<file path="src/rtl/four_one_mux_pkg.sv">
// Shared constants for the word-select mux primitives.
// Select codes are kept here so benches and datapaths agree on them.
package four_one_mux_pkg;

    localparam logic [1:0] SEL_A = 2'b00;
    localparam logic [1:0] SEL_B = 2'b01;
    localparam logic [1:0] SEL_C = 2'b10;
    localparam logic [1:0] SEL_D = 2'b11;

endpackage

</file>
<file path="src/rtl/four_one_mux_two_one_mux.sv">
// Combinational 2:1 word mux.
// Leaf cell of the four_one_mux select tree.
module two_one_mux #(
    parameter int WIDTH = 4
) (
    input  logic             sel,
    input  logic [WIDTH-1:0] in0,
    input  logic [WIDTH-1:0] in1,
    output logic [WIDTH-1:0] out
);

    assign out = sel ? in1 : in0;

endmodule

</file>
<file path="src/rtl/four_one_mux.sv">
// Registered 4:1 word mux built from a tree of three 2:1 muxes.
// s[0] picks odd over even inputs, s[1] picks the upper pair.
module four_one_mux
    import four_one_mux_pkg::*;
#(
    parameter int WIDTH = 4
) (
    input  logic             clk,
    input  logic             rst,
    input  logic [1:0]       s,
    input  logic [WIDTH-1:0] a,
    input  logic [WIDTH-1:0] b,
    input  logic [WIDTH-1:0] c,
    input  logic [WIDTH-1:0] d,
    output logic [WIDTH-1:0] dout
);

    logic [WIDTH-1:0] lo;
    logic [WIDTH-1:0] hi;
    logic [WIDTH-1:0] sel;

    two_one_mux #(.WIDTH(WIDTH)) u_lo (
        .sel (s[0]),
        .in0 (a),
        .in1 (b),
        .out (lo)
    );

    two_one_mux #(.WIDTH(WIDTH)) u_hi (
        .sel (s[0]),
        .in0 (c),
        .in1 (d),
        .out (hi)
    );

    two_one_mux #(.WIDTH(WIDTH)) u_top (
        .sel (s[1]),
        .in0 (lo),
        .in1 (hi),
        .out (sel)
    );

    always_ff @(posedge clk or posedge rst) begin
        if (rst) begin
            dout <= '0;
        end else begin
            dout <= sel;
        end
    end

endmodule

</file>
<file path="config.mk">
export PLATFORM = sky130hd
export DESIGN_NAME = four_one_mux
export DESIGN_NICKNAME = d
export VERILOG_FILES = /design/src/rtl/four_one_mux_pkg.sv /design/src/rtl/four_one_mux_two_one_mux.sv /design/src/rtl/four_one_mux.sv
export SDC_FILE = /design/constraint.sdc
export NUM_CORES = 1
export LEC_CHECK = 0
export CAP_MARGIN = 20
export CORE_AREA = 2 2 39 41
export CTS_CLUSTER_SIZE = 24
export DETAILED_ROUTE_END_ITERATION = 6
export DIE_AREA = 0 0 41 43
export GPL_TIMING_DRIVEN = 1
export PLACE_DENSITY_LB_ADDON = 0.25
export SYNTH_ARGS = -nofsm -noshare
export SYNTH_HDL_FRONTEND = slang
export SYNTH_SLANG_ARGS = --single-unit
</file>
<file path="constraint.sdc">
create_clock -name clk -period 0.8 [get_ports clk]
set_input_delay 0.16 -clock clk [delete_from_list [all_inputs] [get_ports clk]]
set_output_delay 0.16 -clock clk [all_outputs]
set_load 0.02 [all_outputs]
</file>
==> results, run 1 <==
- At the pin with the least slew margin, the transition time is 0.171 ns.
- The register with the most flip-flops in the layout has 4 of them.
- The met2 usage in global routing is between 10% and 20%.
- The internal portion of the total power is 509 uW.
- Summing the areas of all fa, ha and maj instances in the mapped netlist gives 0% of the synthesized area.
- The signal on the critical path passes through buf_6.
- Clock tree synthesis found a total of 4 sinks.
- The most common cell after layout, fill and taps aside is sky130_fd_sc_hd__dlygate4sd2_1.
- Relative to the synthesized area, the layout overhead comes to 113%.
- The static leakage is 0.000213 uW.
- Registers are responsible for 35.4% of the overall power.
- Across the run, the number of max-cap violations was 0.
- Ranked by total cell area, the synthesized netlist is headed by sky130_fd_sc_hd__mux4_1 50%, sky130_fd_sc_hd__dfrtp_1 48%, sky130_fd_sc_hd__inv_1 1.8%.
- STA classifies the critical path startpoint as a flip-flop.
- The register area is 100 um^2.
- The count of pins over their slew limit is 0.
- In this run, the number of DRC markers left after iteration 0 of detailed routing was 0.
- Entering global routing, the biggest net connects 5 pins.
- CTS built an H-tree with a depth of 1.
- After detailed routing, the total wire length is 544 um.
- The initial core utilization is 15.1%.
- The clock network burns 36.9% of the power.
- dout holds more flip-flops than any other register.
- Synthesis instantiated 3 different standard cells from the library.
- The final number of setup-violating endpoints is 4.
- Grouping stages by cell kind, the critical path spends the most delay in flip-flops.
- The die covers 1760 um^2.
- The multiplexer fraction of the synthesized cell area is 50.3%.
- In the final layout, the share of cells above drive strength 1 is 34.3%.
- Gates resized during post-CTS repair numbered 45.
- The area share of the largest cell type after synthesis is 50.3%.
- The relative contribution of combinational cells to total power is 27.7%.
- Of all nets on the critical path, the largest fanout is 1.
- The diode insertion count for antenna repair is 0.
- The final critical path time including I/O delays and setup is between 0.8 and 0.9 ns.
- The TritonCTS buffer count is 3.
- In this design, the stage delay of the slowest critical-path cell is ~0.36 ns.
- The run finished, with violations left.
- In the final layout, the registers with the most flip-flops are dout (4).
- Dividing total power by cell area gives a power density of about 1500 nW/um^2.
- The net switching power of the design is 148 uW.
- In the post-route analysis, the smallest setup slack over all paths is -0.0831 ns.
- The number of hold violations in the final report came to 0.
- Of the total power, the share spent switching nets is 22.5%.
- The tightest hold margin is 0.113 ns.
- After detailed routing, the average wire length per cell comes to 10.7 um.
- Of the total synthesized cell area, the portion taken by AND, OR, NAND and NOR gates is 0%.
- The die is between 40 and 50 um tall.
- The mapped cell area is roughly 210 um^2.
- The number of global-route vias before repair is 236.
- For this run, the post-layout net count is between 50 and 60.
- Derived from the worst setup path, the maximum achievable clock frequency is 1130 MHz.
- The die outline width is 41 um.
- In the layout the commonest cells are 17 x sky130_fd_sc_hd__dlygate4sd2_1, 4 x sky130_fd_sc_hd__mux4_2, 4 x sky130_fd_sc_hd__dfrtp_1, 4 x sky130_fd_sc_hd__buf_6, 3 x sky130_fd_sc_hd__clkbuf_4.
- The number of standard-cell rows in the floorplan is 14.
- During placement, the flow inserted port buffers numbering 23.
- The type of the tightest min-delay check is in2async.
- The required arrival time at the worst endpoint is 0.64 ns.
- The critical path is of the reg2out type.
- After synthesis, the largest family of logic cells by area is multiplexers.
- The worst vdd rail ir drop is 523 uV.
- Counting flops and latches in the post-synthesis netlist gives 4.
- The average instance in the mapped netlist occupies about 23 um^2.
- The final cell count without fillers is just over 50.
- For this run, global-route usage on met1 was measured as 6.02%.
- In this run the count of I/O pins placed on the die edge is 24.
- The relative max-transition margin is about 89%.
- Setup repair after global routing could not meet its margin everywhere.
- The final reports fail on setup timing.
- Among all stages on the critical path, the largest delay is contributed by sky130_fd_sc_hd__dfrtp_1.
- Of the total synthesized cell area, the portion taken by XOR and XNOR cells is 0%.
- The core box area is approximately 1400 um^2.
- For this run, the total global-route usage over all layers was measured as roughly 8%.
- The total power consumption of the routed design is 657 uW.
- For this run, the detailed router's first-pass iteration total came to 1.
- The congestion estimate from routability-driven global placement came to approximately 0.66.
- The largest area contributor in the synthesized netlist is sky130_fd_sc_hd__mux4_1.
- The share of the Yosys chip area taken by registers is between 40% and 50%.
- In this run, placement finished with an instance count of between 40 and 50.
- The Yosys step of the flow raised 0 warnings.
- The number of nets with antenna violations after routing is 0.
- After technology mapping, the gate count stands at 9.
- Prior to clock tree synthesis, the placed netlist has a worst setup slack of -0.685 ns.
- When the netlist entered floorplanning its net count stood at 29.
- The area of combinational cells with multiple inputs is 90.1 um^2.
- The global-route track usage on met3 is 3.14%.
- The tree is rooted in a sky130_fd_sc_hd__clkbuf_4.
- The total overflow left after global routing is 0.
- The CTS tree is done.
- The count of buffers added by post-CTS timing repair for setup is 0.
- STA classifies the critical path endpoint as a primary output.
- Counting the fill cells in the layout gives 139.
- The layer flagged by global routing as most heavily used is met2.
- The largest buffer count on any clock path is 2.
- The number of hold buffers added after CTS is 0.
- The share of the cycle needed by the critical path after routing is 110%.
- For the worst setup path, the data arrival time is 0.72 ns.
- The number of buffer and inverter instances along the worst setup path is 1.
- Dividing the detail-routed via count by the number of cells gives 3.90.
- Summing the areas of all compound-gate instances in the mapped netlist gives 0% of the synthesized area.
- For this block, the via count after detailed routing is 199.
- The first global-routing pass estimated 862 um of wire.
- The clock transition time at the flip-flop clock pins of the worst setup and hold paths is 0.04 ns.
- The post-detailed-route DRC marker count is 0.
- The number of antenna violations at the first check in global routing is 0.
[cell families (layout without fill, tap and decap cells)]
logic type,Yosys count,count (layout)
buffers and inverters,1,27
flip-flops,4,4
multiplexers,4,4
[how the worst max path moves through the flow]
stage            start      end  cells after the start
2_1_floorplan     s[0]  dout[0]                      1
3_3_place_gp      s[0]  dout[1]                      2
3_5_place_dp      s[0]  dout[2]                      2
4_1_cts        dout[2]  dout[2]                      1
5_1_grt        dout[2]  dout[2]                      1
6_report       dout[2]  dout[2]                      1
[layer usage]
metal	vias to the layer above	part of all wire, %
met1	85	28
met2	24	51
li1	90	-
met4	0	0
met3	0	21
met5	-	0
[synth_stat cells]
| master | n |
|---|---|
| sky130_fd_sc_hd__inv_1 | 1 |
| sky130_fd_sc_hd__mux4_1 | 4 |
| sky130_fd_sc_hd__dfrtp_1 | 4 |
[cell type report]
class | count | share of cell area (%)
sequential | 4 | 22.5
multi-input combinational | 4 | 20.2
clock buffer | 3 | 5.06
inverter | 1 | 0.843
timing repair buffer | 23 | 46.9
tap | 16 | 4.49
[power groups by stage]
| stage | Clock, uW | Combinational, uW | Sequential [uW] |
|---|---|---|---|
| 2_1_floorplan | 0 | 38.8 | 259 |
| 3_3_place_gp | 0 | 208 | 231 |
| 3_5_place_dp | 0 | 213 | 231 |
| 4_1_cts | 255 | 186 | 233 |
| 5_1_grt | 271 | 196 | 234 |
| 6_report | 242 | 182 | 233 |
[stage by stage]
stage / area (um^2) / util, % / setup TNS (ns)
floorplan: 194 / - / 0
global placement: 444 / 32.1 / -3.59
detailed placement: 444 / 32.1 / -3.70
CTS: 445 / 32.2 / -0.359
global route: 445 / 32.2 / -0.420
finish: 445 / 32.2 / -0.315
Power figures use the tool's default switching activity.
==> run 2, diff against run 1 <==
--- a/config.mk
+++ b/config.mk
@@ -12,6 +12,7 @@
 export DIE_AREA = 0 0 41 43
 export GPL_TIMING_DRIVEN = 1
 export PLACE_DENSITY_LB_ADDON = 0.25
+export RECOVER_POWER = 50
 export SYNTH_ARGS = -nofsm -noshare
 export SYNTH_HDL_FRONTEND = slang
 export SYNTH_SLANG_ARGS = --single-unit
==> run 2 against run 1 <==
Effect of this change: the flow still finishes with violations (setup timing); sequential power hardly changed; combinational power hardly changed; global-route usage stayed put; flip-flop and latch count stayed put; cell area stayed put; via count stayed put; critical path depth stayed put; wire length is 0.18% lower; power is 0.15% lower; first-iteration DRC count stayed put; utilization stayed put; final cell count stayed put.
==> results, run 2 (synthesized netlist as in run 1, its figures left out) <==
- The final reports fail on setup timing.
- The worst setup path startpoint is dout[2].
- The pin slew with the least headroom to its limit is roughly 0.17 ns.
- The count of input and output buffers is 23.
- The multi-input combinational cells in the finished layout cover a total of approximately 90 um^2.
- The number of sinks on the clock net is 4.
- The worst-case IR drop observed on VDD is 523 uV.
- The number of global-route vias before repair is 236.
- The worst pin sits at a relative slew slack of 88.6%.
- The detailed router finished its first iteration with 0 violations.
- The number of standard-cell rows in the floorplan is 14.
- Among all stages on the critical path, the largest delay is contributed by sky130_fd_sc_hd__dfrtp_1.
- The count of pins over their slew limit is 0.
- The number of cells in the design after placement is 48.
- The tree is rooted in a sky130_fd_sc_hd__clkbuf_4.
- The fill cell instance count of the final layout is 139.
- The number of clock buffers added by TritonCTS is 3.
- 24 I/O pins were placed.
- For this run, the slowest stage of the critical path takes 0.36 ns.
- The area added between synthesis and finish is 113%.
- The highest clock rate is 1130 MHz.
- The number of nets with antenna violations after routing is 0.
- Dividing the final minimum period by the clock period gives 110%.
- The final route contains 199 vias.
- Across all setup checks in the final design, the least slack found is -0.0831 ns.
- The number of maximum-capacitance constraint violations is 0.
- The initial core utilization is 15.1%.
- The layout net count is 57.
- The iteration count of the initial detailed-routing pass is 1.
- The register area is 100 um^2.
- The CTS H-tree depth is 1.
- The final cell count without fillers is 51.
- At the end of routability-driven placement, the weighted congestion stood at 0.665.
- The number of antenna violations at the first check in global routing is 0.
- Of all nets on the critical path, the largest fanout is 1.
- The number of buffer and inverter instances along the worst setup path is 1.
- STA classifies the critical path endpoint as a primary output.
- The post-detailed-route DRC marker count is 0.
- The final critical path time including I/O delays and setup is 0.883 ns.
- The top cell family by delay on the critical path is flip-flops.
- The tightest hold margin is 0.250 ns.
- The worst setup path is launched from a flip-flop.
- The die height is 43 um.
- The remaining global-route overflow is 0.
- Setup repair after global routing could not meet its margin everywhere.
- The most common cell after layout, fill and taps aside is sky130_fd_sc_hd__dlygate4sd2_1.
- The setup path with the least slack is of type reg2out.
- The core box area is 1380 um^2.
- The clock transition time at the flip-flop clock pins of the worst setup and hold paths is ~0.04 ns.
- The flow ran to the end, but the final reports show violations.
- The detail-routed via count per cell is 3.90.
- The average wire per cell in the routed design is 10.6 um.
- Data arrives at the worst endpoint at 0.72 ns.
- From left edge to right edge, the die measures about 40 um.
- In the final layout, the registers with the most flip-flops are dout (4).
- 0 antenna diodes ended up in the layout.
- The CTS tree is done.
- The finished layout cell area is 445 um^2.
- The total wire length is 543 um.
- The critical path goes through buf_6.
- The number of hold buffers added after CTS is 0.
- In the global route stage, overall resource usage came out at 8.03%.
- Counting flops per register, the top entry is dout.
- Prior to clock tree synthesis, the placed netlist has a worst setup slack of -0.685 ns.
- The static leakage is about 0.00021 uW.
- The top cell types in the final layout, fill and taps aside, are 17 x sky130_fd_sc_hd__dlygate4sd2_1, 4 x sky130_fd_sc_hd__mux4_2, 4 x sky130_fd_sc_hd__dfrtp_1, 4 x sky130_fd_sc_hd__buf_6, 3 x sky130_fd_sc_hd__clkbuf_4.
- STA puts the critical path data required time at about 0.64 ns.
- The register with the most flip-flops in the layout has 4 of them.
- The type of the tightest min-delay check is in2async.
- Total power for the finished layout comes to ~660 uW.
- The area after detailed placement is 444 um^2.
- The global-route wire length before repair is 862 um.
- The pin count of the biggest net entering global routing is 5.
- Setup violations remaining at the end of the flow were counted as 4.
- In this run the deepest clock path goes through 2 buffers.
- The die covers 1760 um^2.
- The number of hold violations in the final report is 0.
- The fraction of final layout cells with drive strength greater than 1 is 34.3%.
- The cell area power density is 1470 nW/um^2.
==> run 2: through the flow <==
stage / TNS [ns] / util (%)
floorplan: 0 / -
global placement: -3.59 / 32.1
detailed placement: -3.70 / 32.1
CTS: -0.359 / 32.2
global route: -0.420 / 32.2
finish: -0.315 / 32.2
==> run 2: routing by layer <==
| metal | vias up | wire length [um] | GRT usage (%) |
|---|---|---|---|
| met5 | - | 0 | 0 |
| met4 | 0 | 0 | 6.00 |
| met3 | 0 | 111 | 3.14 |
| met2 | 24 | 277 | 14.4 |
| met1 | 85 | 154 | 6.02 |
| li1 | 90 | - | - |
==> run 2: area by class of cell <==
type | instances | area share [%]
well taps | 16 | 4.49
inverters | 1 | 0.843
repair buffers | 23 | 46.9
multi-input cells | 4 | 20.2
clock buffers | 3 | 5.06
flip-flops and latches | 4 | 22.5
==> run 2: power by group <==
group | switching [uW] | internal, uW
registers | 8.59 | 224
clock network | 74.9 | 167
logic | 64.1 | 117
==> run 2: worst max path at each step <==
stage          endpoint  depth (start not counted)
6_report        dout[2]                          1
5_1_grt         dout[2]                          1
4_1_cts         dout[2]                          1
3_5_place_dp    dout[2]                          2
3_3_place_gp    dout[1]                          2
2_1_floorplan   dout[0]                          1
==> run 2: what timing repair did <==
action                                 CTS  global route
setup endpoints to repair                8             4
endpoints found under the hold margin    0             0
gates resized for setup                 45             0
buffers inserted                         0             0
==> run 3, diff against run 2 <==
--- a/config.mk
+++ b/config.mk
@@ -7,7 +7,7 @@
 export LEC_CHECK = 0
 export CAP_MARGIN = 20
 export CORE_AREA = 2 2 39 41
-export CTS_CLUSTER_SIZE = 24
+export CTS_CLUSTER_SIZE = 10
 export DETAILED_ROUTE_END_ITERATION = 6
 export DIE_AREA = 0 0 41 43
 export GPL_TIMING_DRIVEN = 1
==> results of run 3 <==
Final layout, timing and power as in run 2 (identical DEF).
